`src/rtl/alu_pkg.sv`:
```
// Shared types and helpers for the ALU serial command front end.
//   op_t      : legal ALU opcodes
//   cmd_t     : byte frame type bit (DATA / CTL)
//   err_t     : one-hot error report {ERR_DATA, ERR_CRC, ERR_OP}
//   report_t  : payload presented to the ALU core
//   crc4()    : CRC-4 (x^4+x+1, init 0, MSB first) over {B, A, 1'b1, OP}
//   op_legal(): opcode membership check
package alu_pkg;

    localparam int unsigned NUM_DATA_BYTES = 8;
    localparam int unsigned CRC_W          = 4;
    localparam int unsigned FRAME_BITS     = 11;
    localparam int unsigned OPERAND_W      = 32;
    localparam int unsigned OP_W           = 3;
    localparam int unsigned ERR_W          = 3;
    localparam int unsigned BYTE_W         = 8;
    localparam int unsigned CRC_IN_W       = 2 * OPERAND_W + 1 + OP_W;

    localparam logic [CRC_W-1:0] CRC_POLY = 4'h3;

    typedef enum logic [OP_W-1:0] {
        AND_OP = 3'b000,
        OR_OP  = 3'b001,
        ADD_OP = 3'b100,
        SUB_OP = 3'b101
    } op_t;

    typedef enum logic {
        DATA = 1'b0,
        CTL  = 1'b1
    } cmd_t;

    typedef logic [ERR_W-1:0] err_t;

    localparam err_t ERR_NONE = 3'b000;
    localparam err_t ERR_DATA = 3'b100;
    localparam err_t ERR_CRC  = 3'b010;
    localparam err_t ERR_OP   = 3'b001;

    typedef struct packed {
        logic [OPERAND_W-1:0] a;
        logic [OPERAND_W-1:0] b;
        logic [OP_W-1:0]      op;
        err_t                 err;
    } report_t;

    // Bit-serial LFSR form, MSB of the input vector enters first.
    function automatic logic [CRC_W-1:0] crc4(input logic [CRC_IN_W-1:0] d);
        logic [CRC_W-1:0] c;
        logic             fb;
        c = '0;
        for (int i = int'(CRC_IN_W) - 1; i >= 0; i--) begin
            fb = c[CRC_W-1] ^ d[i];
            c  = {c[CRC_W-2:0], 1'b0} ^ (fb ? CRC_POLY : CRC_W'(0));
        end
        return c;
    endfunction

    function automatic logic op_legal(input logic [OP_W-1:0] op);
        case (op)
            AND_OP, OR_OP, ADD_OP, SUB_OP: return 1'b1;
            default:                       return 1'b0;
        endcase
    endfunction

endpackage

```
`src/rtl/alu_serial_byte_rx.sv`:
```
// Byte framer for the serial command stream.
// Frame: start(0), type, 8 data bits MSB first, stop(1). One bit per clk.
// Ports:
//   clk, RST   : clock, synchronous active-high reset
//   sin        : serial input, idles high
//   byte_valid : high during the stop-bit cycle when the stop bit is 1
//   frame_err  : high during the stop-bit cycle when the stop bit is 0
//   byte_type  : latched type bit of the current frame
//   byte_data  : assembled data byte, stable while byte_valid is high
// byte_valid/frame_err are decoded from the STOP state and sin so the
// top can register its report on the very edge that samples the stop bit.
module alu_serial_byte_rx
    import alu_pkg::*;
(
    input  logic              clk,
    input  logic              RST,
    input  logic              sin,
    output logic              byte_valid,
    output cmd_t              byte_type,
    output logic [BYTE_W-1:0] byte_data,
    output logic              frame_err
);

    localparam int unsigned DATA_BITS = FRAME_BITS - 3;
    localparam int unsigned BIT_CNT_W = 3;

    typedef enum logic [1:0] {
        S_IDLE,
        S_TYPE,
        S_BITS,
        S_STOP
    } rx_state_t;

    rx_state_t              state;
    logic [BIT_CNT_W-1:0]   bit_cnt;

    // Frame sequencer; the stop state always returns to IDLE so a start
    // bit in the next cycle begins a new frame.
    always_ff @(posedge clk) begin
        if (RST) begin
            state     <= S_IDLE;
            bit_cnt   <= '0;
            byte_type <= DATA;
            byte_data <= '0;
        end else begin
            case (state)
                S_IDLE: begin
                    if (!sin) begin
                        state <= S_TYPE;
                    end
                end
                S_TYPE: begin
                    byte_type <= cmd_t'(sin);
                    bit_cnt   <= '0;
                    state     <= S_BITS;
                end
                S_BITS: begin
                    byte_data <= {byte_data[BYTE_W-2:0], sin};
                    bit_cnt   <= bit_cnt + BIT_CNT_W'(1);
                    if (bit_cnt == BIT_CNT_W'(DATA_BITS - 1)) begin
                        state <= S_STOP;
                    end
                end
                S_STOP: begin
                    state <= S_IDLE;
                end
                default: begin
                    state <= S_IDLE;
                end
            endcase
        end
    end

    // Stop-bit qualification.
    assign byte_valid = (state == S_STOP) &&  sin;
    assign frame_err  = (state == S_STOP) && !sin;

endmodule

```
`src/rtl/alu_cmd_deserializer.sv`:
```
// Serial command front end of the ALU: assembles 8 DATA bytes (B then A,
// MSB first) and a CTL byte {0, OP, CRC4}, checks framing, structure, CRC
// and opcode, and presents the result over a valid/ready handshake.
// Ports:
//   clk, RST  : clock, synchronous active-high reset
//   sin       : serial input, idles high
//   out_valid : report pending; held with its data until out_ready
//   out_ready : core accepts the report when out_valid & out_ready
//   out_A/B   : operands (signed 32-bit)
//   out_OP    : opcode
//   out_err   : {ERR_DATA, ERR_CRC, ERR_OP}, at most one bit set
//   out_ovr   : sticky, a report was dropped while the output was occupied
module alu_cmd_deserializer
    import alu_pkg::*;
(
    input  logic                 clk,
    input  logic                 RST,
    input  logic                 sin,
    output logic                 out_valid,
    input  logic                 out_ready,
    output logic [OPERAND_W-1:0] out_A,
    output logic [OPERAND_W-1:0] out_B,
    output logic [OP_W-1:0]      out_OP,
    output logic [ERR_W-1:0]     out_err,
    output logic                 out_ovr
);

    localparam int unsigned CNT_W     = 4;
    localparam int unsigned HALF_PKT  = NUM_DATA_BYTES / 2;

    logic              byte_valid;
    logic              frame_err;
    cmd_t              byte_type;
    logic [BYTE_W-1:0] byte_data;

    logic [CNT_W-1:0]     byte_cnt;
    logic [OPERAND_W-1:0] sh_a;
    logic [OPERAND_W-1:0] sh_b;

    logic [OP_W-1:0]  ctl_op_c;
    logic [CRC_W-1:0] ctl_crc_c;
    logic [CRC_W-1:0] crc_calc_c;
    logic             pkt_full_c;

    logic    shift_en_c;
    logic    pkt_done_c;
    logic    rpt_fire_c;
    report_t rpt_c;
    logic    out_free_c;

    alu_serial_byte_rx u_byte_rx (
        .clk        (clk),
        .RST        (RST),
        .sin        (sin),
        .byte_valid (byte_valid),
        .byte_type  (byte_type),
        .byte_data  (byte_data),
        .frame_err  (frame_err)
    );

    assign ctl_op_c   = byte_data[6:4];
    assign ctl_crc_c  = byte_data[CRC_W-1:0];
    assign crc_calc_c = crc4({sh_b, sh_a, 1'b1, ctl_op_c});
    assign pkt_full_c = (byte_cnt == CNT_W'(NUM_DATA_BYTES));

    // Slot is free if empty or being handed to the core this cycle.
    assign out_free_c = !out_valid || out_ready;

    // Byte classification and report construction; DATA > CRC > OP.
    always_comb begin
        shift_en_c = 1'b0;
        pkt_done_c = 1'b0;
        rpt_fire_c = 1'b0;
        rpt_c      = '{a: sh_a, b: sh_b, op: '0, err: ERR_NONE};

        if (frame_err) begin
            pkt_done_c = 1'b1;
            rpt_fire_c = 1'b1;
            rpt_c.err  = ERR_DATA;
        end else if (byte_valid) begin
            if (byte_type == DATA) begin
                if (pkt_full_c) begin
                    pkt_done_c = 1'b1;
                    rpt_fire_c = 1'b1;
                    rpt_c.err  = ERR_DATA;
                end else begin
                    shift_en_c = 1'b1;
                end
            end else begin
                pkt_done_c = 1'b1;
                rpt_fire_c = 1'b1;
                rpt_c.op   = ctl_op_c;
                if (!pkt_full_c) begin
                    rpt_c.err = ERR_DATA;
                end else if (ctl_crc_c != crc_calc_c) begin
                    rpt_c.err = ERR_CRC;
                end else if (!op_legal(ctl_op_c)) begin
                    rpt_c.err = ERR_OP;
                end
            end
        end
    end

    // Packet assembly and output holding register.
    always_ff @(posedge clk) begin
        if (RST) begin
            byte_cnt  <= '0;
            sh_a      <= '0;
            sh_b      <= '0;
            out_valid <= 1'b0;
            out_A     <= '0;
            out_B     <= '0;
            out_OP    <= '0;
            out_err   <= ERR_NONE;
            out_ovr   <= 1'b0;
        end else begin
            if (out_valid && out_ready) begin
                out_valid <= 1'b0;
            end

            if (shift_en_c) begin
                if (byte_cnt < CNT_W'(HALF_PKT)) begin
                    sh_b <= {sh_b[OPERAND_W-BYTE_W-1:0], byte_data};
                end else begin
                    sh_a <= {sh_a[OPERAND_W-BYTE_W-1:0], byte_data};
                end
                byte_cnt <= byte_cnt + CNT_W'(1);
            end

            // Any terminating byte (good or bad) starts a fresh packet.
            if (pkt_done_c) begin
                byte_cnt <= '0;
                sh_a     <= '0;
                sh_b     <= '0;
            end

            if (rpt_fire_c) begin
                if (out_free_c) begin
                    out_valid <= 1'b1;
                    out_A     <= rpt_c.a;
                    out_B     <= rpt_c.b;
                    out_OP    <= rpt_c.op;
                    out_err   <= rpt_c.err;
                end else begin
                    out_ovr <= 1'b1;
                end
            end
        end
    end

endmodule

```
`config.mk`:
```
export PLATFORM = sky130hd
export DESIGN_NAME = alu_cmd_deserializer
export DESIGN_NICKNAME = d
export VERILOG_FILES = /design/src/rtl/alu_pkg.sv /design/src/rtl/alu_serial_byte_rx.sv /design/src/rtl/alu_cmd_deserializer.sv
export SDC_FILE = /design/constraint.sdc
export NUM_CORES = 1
export LEC_CHECK = 0
export CORE_UTILIZATION = 30
export DETAILED_ROUTE_END_ITERATION = 8
export GPL_TIMING_DRIVEN = 0
export PLACE_DENSITY = 0.45
export SLEW_MARGIN = 20
export SYNTH_ARGS = -nofsm -noshare
export SYNTH_HDL_FRONTEND = slang
export SYNTH_SLANG_ARGS = --single-unit
```
`constraint.sdc`:
```
create_clock -name clk -period 3.5 [get_ports clk]
set_input_delay 0.35 -clock clk [delete_from_list [all_inputs] [get_ports clk]]
set_output_delay 0.35 -clock clk [all_outputs]
set_load 0.005 [all_outputs]
```
After elaboration in Yosys (flattened, before gate mapping)
Index checks and enable logic that the tools add are counted.
{ "classes": {"n_addsub": 2, "shifts": 0, "bitwise": 135, "mux": 98, "magnitude_cmp": 1, "n_mul": 0, "n_reduce_logical": 16, "eq_ne": 11, "div": 0} }
{ "ops": {"columns": ["operator", "count"], "rows": [
  ["4-bit by 2-bit XOR with 4-bit output", 66],
  ["2-bit two-way mux", 70],
  ["1-bit XOR", 64],
  ["3-bit two-way mux", 7],
  ["1-bit two-way mux", 18],
  ["2-bit AND reduction", 5],
  ["3-bit == test, second input constant", 3],
  ["2-bit one-hot mux with 4 select lines", 1],
  ["6-bit two-way mux", 1],
  ["3-bit one-hot mux with 2 select lines", 1],
  ["4-bit by 1-bit adder with 4-bit output, second input constant", 1],
  ["2-bit == test, second input constant", 2],
  ["4-bit == test, second input constant", 1],
  ["4-bit by 3-bit less-than comparator with 1-bit output, second input constant", 1],
  ["4-bit != test", 1],
  ["4-bit OR reduction", 1],
  ["3-bit by 1-bit adder with 3-bit output, second input constant", 1],
  ["3-bit by 1-bit == test with 1-bit output, second input constant", 1],
  ["1-bit logical AND", 3],
  ["3-bit logical NOT", 1],
  ["3-bit by 2-bit XOR with 3-bit output", 1],
  ["2-bit by 1-bit == test with 1-bit output, second input constant", 1],
  ["1-bit logical NOT", 2],
  ["2-bit logical NOT", 1],
  ["7 further kinds", 9]
]} }
{ "totals": {"latch_bits": 0, "ram_bits": 0, "ff_bits": 154, "input_bits": 4, "wordCells": 276, "rom_bits": 0, "memories": 0} }

Logic depth before layout (Yosys ltp)
{ "depth": {"word_depth": 210, "ltp_mapped": 11} }

Cells and area by module
Synthesis repeated with hierarchy kept, for this count alone.
{ "hier_totals": {"cells_unflattened": 796, "area_unflattened_um2": 6703.9} }
{ "by_module_without_submodules": {"columns": ["mod", "seq_area_each_um2", "instances", "cells_each", "area_per_inst_um2"], "rows": [
  ["alu_cmd_deserializer", 2802.7, 1, 734, 6064.6],
  ["alu_serial_byte_rx", 280.3, 1, 62, 639.4]
]} }

Least setup slack after synthesis
OpenSTA, ideal clock, no wires.
{ "synth_path": {"path_kind": "register -> register", "startpoint": "register sh_b[12]", "endpoint": "register out_err[1]", "path_stages_with_launch": 11, "required_ns": 3.383, "path_buffers": 0, "setup_ns": 0.117, "arrival_time_ns": 2.881, "path_slack_ns": 0.502, "cell_sequence": "dfxtp_1 xnor3_2 xnor3_2 xnor2_2 xnor3_2 xnor3_2 xnor2_1 or2_2 mux2i_1 o21ai_1 a22o_1"} }
{ "synth_via": {"elab_chain_len": 88, "word_cells_on_any_way": 146, "classes_between": "1 x eq/ne; 51 x mux; 94 x bitwise"} }
{ "synth_lines": {"columns": ["element", "line", "rtl"], "rows": [
  ["start: declaration", "alu_cmd_deserializer.sv:38", "logic [OPERAND_W-1:0] sh_b;"],
  ["start signal: assignment", "alu_cmd_deserializer.sv:123", "sh_b <= {sh_b[OPERAND_W-BYTE_W-1:0], byte_data};"],
  ["1-bit XOR (*)", "alu_pkg.sv:53", "fb = c[CRC_W-1] ^ d[i];"],
  ["2-bit two-way mux (*)", "alu_pkg.sv:54", "c = {c[CRC_W-2:0], 1'b0} ^ (fb ? CRC_POLY : CRC_W'(0));"],
  ["4-bit by 2-bit XOR with 4-bit output (*) (3 in a row)", "alu_pkg.sv:54", null],
  ["1-bit XOR", "alu_pkg.sv:53", null],
  ["2-bit two-way mux", "alu_pkg.sv:54", null],
  ["4-bit by 2-bit XOR with 4-bit output (*) (3 in a row)", "alu_pkg.sv:54", null],
  ["1-bit XOR", "alu_pkg.sv:53", null],
  ["2-bit two-way mux", "alu_pkg.sv:54", null],
  ["[... 68 more ...]", null, null],
  ["2-bit two-way mux", "alu_pkg.sv:54", null],
  ["4-bit by 2-bit XOR with 4-bit output (*)", "alu_pkg.sv:54", null],
  ["4-bit != test (*)", "alu_cmd_deserializer.sv:95", "end else if (ctl_crc_c != crc_calc_c) begin"],
  ["3-bit two-way mux (*)", "alu_cmd_deserializer.sv:95", null],
  ["3-bit two-way mux (*)", "alu_cmd_deserializer.sv:93", "if (!pkt_full_c) begin"],
  ["3-bit two-way mux (*)", "alu_cmd_deserializer.sv:81", "if (byte_type == DATA) begin"],
  ["6-bit two-way mux (*)", "alu_cmd_deserializer.sv:80", "end else if (byte_valid) begin"],
  ["3-bit two-way mux (*)", "alu_cmd_deserializer.sv:76", "if (frame_err) begin"],
  ["end signal: assignment", "alu_cmd_deserializer.sv:143", "out_err <= rpt_c.err;"],
  ["end: declaration", "alu_cmd_deserializer.sv:24", "output logic [ERR_W-1:0] out_err,"]
]} }
Every way passes the cells marked *; elsewhere a longest branch is shown, timed or not.
A chain may end at the register's enable or synchronous reset.

Worst setup path in the final report
Same ends and word-level chain as after synthesis.

==> results.yml <==
run_status:
  status: "finished clean"
setup_path:
  cp-end-kind: "flip-flop"
  cp-start-kind: "flip-flop"
  cpPeakStageDelay_ns: 0.47
  cp_max_fo: 4
  slowest_stage: "xnor3_2"
  crit_required_ns: 3.82
  critPathArrivalTime_ns: 3.64
  cp_common_cell: "xnor3_2"
  cp_top_family: "XOR/XNOR gates"
  path_cells: "xnor3_2 > xnor3_2 > xnor2_4 > xnor3_2 > xnor3_2 > xnor2_1 > or2_2 > mux2i_1 > o21ai_2 > a22o_1"
  worst-path-buf-inv: 0
  worstSetupPathType: "reg2reg"
timing:
  setup_tns_ns: 0
  tightest_slew_ns: 1.007
  finalCriticalPeriod_ns: 3.315
  setup_viol: 0
  whs_ns: 0.3965
  rsz0062_at_grt: "false"
  timing.fmax_mhz: 301.6
  final_max_slew_viol_count: 0
  slew_headroom: 0.3263
  final.setup_skew_ns: 0.007831
  finalHoldViolations: 0
  fin_crit_sh: 0.9472
flow_run:
  max-cap-violations: 0
logic_synthesis:
  syn-instance-count: 791
  yosysTopAreaCell: "dfxtp_1"
  ys_seq_area_frac: 0.4627
  yosysUniqueCellTypes: 31
  syn_area_um2: 6663
  synthTopCellsByArea: "dfxtp_1 (46%), nand2_1 (15%), a21oi_1 (10%)"
  ys_ff_latch: 154
  syn_nets: 805
  synth_top_area_frac: 0.4627
  yosysWarnings: 0
  synth.avg_cell_area_um2: 8.423
floorplan:
  dieArea_um2: 22810
  core-area_um2: 21820
  initial_core_util: 0.3053
  die_height_um: 151.0
  core.rowCount: 54
  die_x_um: 151.0
  ioPinCount: 76
drt:
  drtAntennaViolNets: 0
  finalWirelength_um: 17880
  detail_route.wl_per_cell_um: 15.21
  drt_first_pass_iters: 4
  drc: 0
  drt_iter0_drc: 169
  dr_total_vias: 5261
  viasPerCell: 4.474
min_path:
  hp-class: "in2reg"
cells_and_area:
  num-fill-cells: 2275
  register_area_um2: 3084
  nNetsFinal: 898
  antennaDiodeCount: 0
  multiInputGateArea_um2: 3407
  final_core_util: 0.3853
  final_layout_size_suffix_gt1_frac: 0.04799
  syn_to_final_growth_pct: 26.20
clock_network:
  cts_hold_buf: 0
  numCtsBuffers: 17
  post_cts_resized: 0
  cts_sinks: 154
  clk_root_buffer_cell: "clkbuf_16"
  cts_tree: "yes"
  cts_setup_buffers: 0
  h-tree-depth: 4
  clk-insertion-delay-late_ns: 0.43
  clk_pin_slew_worst_paths_ns: 0.06
  clk_path_buf_depth: 2
global_route:
  grt_start_max_net_pins: 17
  grt_first_pass_wirelength_um: 28510
  grt_pass1_vias: 5203
  grt_overflow: 0
  track_usage: 0.1671
  antenna_found_initial: 0
power_and_ir_drop:
  max-vdd-ir-drop_mv: 0.2817
  power_density_nw_per_um2: 486.4
  p_leak_nw: 2.820
placed_design:
  dp_hpwl_um: 12940
  port_buffers: 74
  place.gp.congestion: 0.7939
## per-stage QoR
step	total power, W	worst slack [ns]	cell area, µm²	std cells
2_1_floorplan	0.002032	0.5021	6663	791
3_3_place_gp	0.002116	0.07746	7754	1145
3_5_place_dp	0.002116	0.06821	7754	1145
4_1_cts	0.004138	0.05579	8384	1176
5_1_grt	0.004245	0.005364	8408	1176
6_report	0.004089	0.1847	8408	1176
## path summary, 6_finish.rpt
path	slack, ns	depth (start not counted)	endpoint	startpoint
hold reg to reg	0.45	2	out_B[25]	out_B[25]
setup / recovery	0.18	10	out_err[1]	sh_b[12]
setup reg to reg	0.18	10	out_err[1]	sh_b[12]
hold / removal	0.40	4	out_err[0]	RST
## cells in the final DEF (no fill, tap or decap), types with 2 or more instances in the layout
| cell type | instances |
|---|---|
| a21oi_1 | 135 |
| and3_1 | 4 |
| buf_1 | 6 |
| bufinv_16 | 5 |
| clkbuf_1 | 42 |
| clkbuf_16 | 17 |
| clkdlybuf4s50_1 | 74 |
| clkinv_2 | 3 |
| clkinvlp_4 | 2 |
| dfxtp_1 | 153 |
| ha_1 | 10 |
| inv_1 | 6 |
| mux2i_1 | 11 |
| nand2_1 | 268 |
| nand2b_1 | 4 |
| nand3_1 | 7 |
| nor2_1 | 22 |
| nor3_1 | 3 |
| nor3b_1 | 2 |
| o21ai_1 | 2 |
| xnor2_1 | 69 |
| xnor2_2 | 3 |
| xnor2_4 | 2 |
| xnor3_1 | 10 |
| xnor3_2 | 5 |
| xor2_1 | 17 |
## synthesized netlist by cell type (all sizes together)
library cell  count
nand2           268
dfxtp           154
a21oi           135
xnor2            74
clkbuf           40
nor2             22
xor2             17
xnor3            15
mux2i            11
ha               10
nand3             7
buf               6
inv               6
and3              4
nand2b            4
o21ai             4
nor3              3
nor3b             2
a221oi            1
a22o              1
and2              1
mux2              1
nand3b            1
nand4             1
nor2b             1
o22ai             1
or2               1
## cells by family (layout without fill, tap and decap cells)
group | Yosys count | in the layout | synth area share
xor+xnor | 106 | 106 | 0.1775
simple gates | 315 | 315 | 0.1855
buf+inv | 52 | 157 | 0.02929
flops | 154 | 154 | 0.4627
fa+ha+maj | 10 | 10 | 0.01878
compound gates | 142 | 142 | 0.1080
mux | 12 | 12 | 0.01822
## final cells by class
class                      instances  area share
multi-input combinational        585      0.4052
tap                              280     0.04167
inverter                           6    0.002679
clock inverter                    12     0.02351
timing repair buffer              74     0.08810
clock buffer                      19     0.05149
sequential                       154      0.3668
buffer                            46     0.02054
## worst min-delay path, cell delays in order
cell and delay, ns:
clkbuf_1 0.15, nor2_1 0.16, nand2_1 0.06, o21ai_1 0.06
## sequential cells by signal (all words and copies together), names as in the netlist
signal and flops:
sh_b 32, out_A 32, u_byte_rx.state 2, out_valid 1, out_OP 3, u_byte_rx.byte_data 8, u_byte_rx.bit_cnt 3, sh_a 32
byte_cnt 4, out_err 3, out_ovr 1, u_byte_rx.byte_type 1, out_B 32
## power by group
part,switching [W],internal (W)
logic,0.000182,0.0000914
clock network,0.000758,0.00126
registers,0.0000219,0.00178
## routing by layer
metal	global-route usage	share of wire	up-vias
met4	0.04450	0.0097	0
met1	0.2242	0.50	2445
li1	-	-	2744
met5	0	0	-
met3	0.03825	0.026	9
met2	0.2681	0.46	63
No activity file was read; power rests on OpenSTA's default activity.
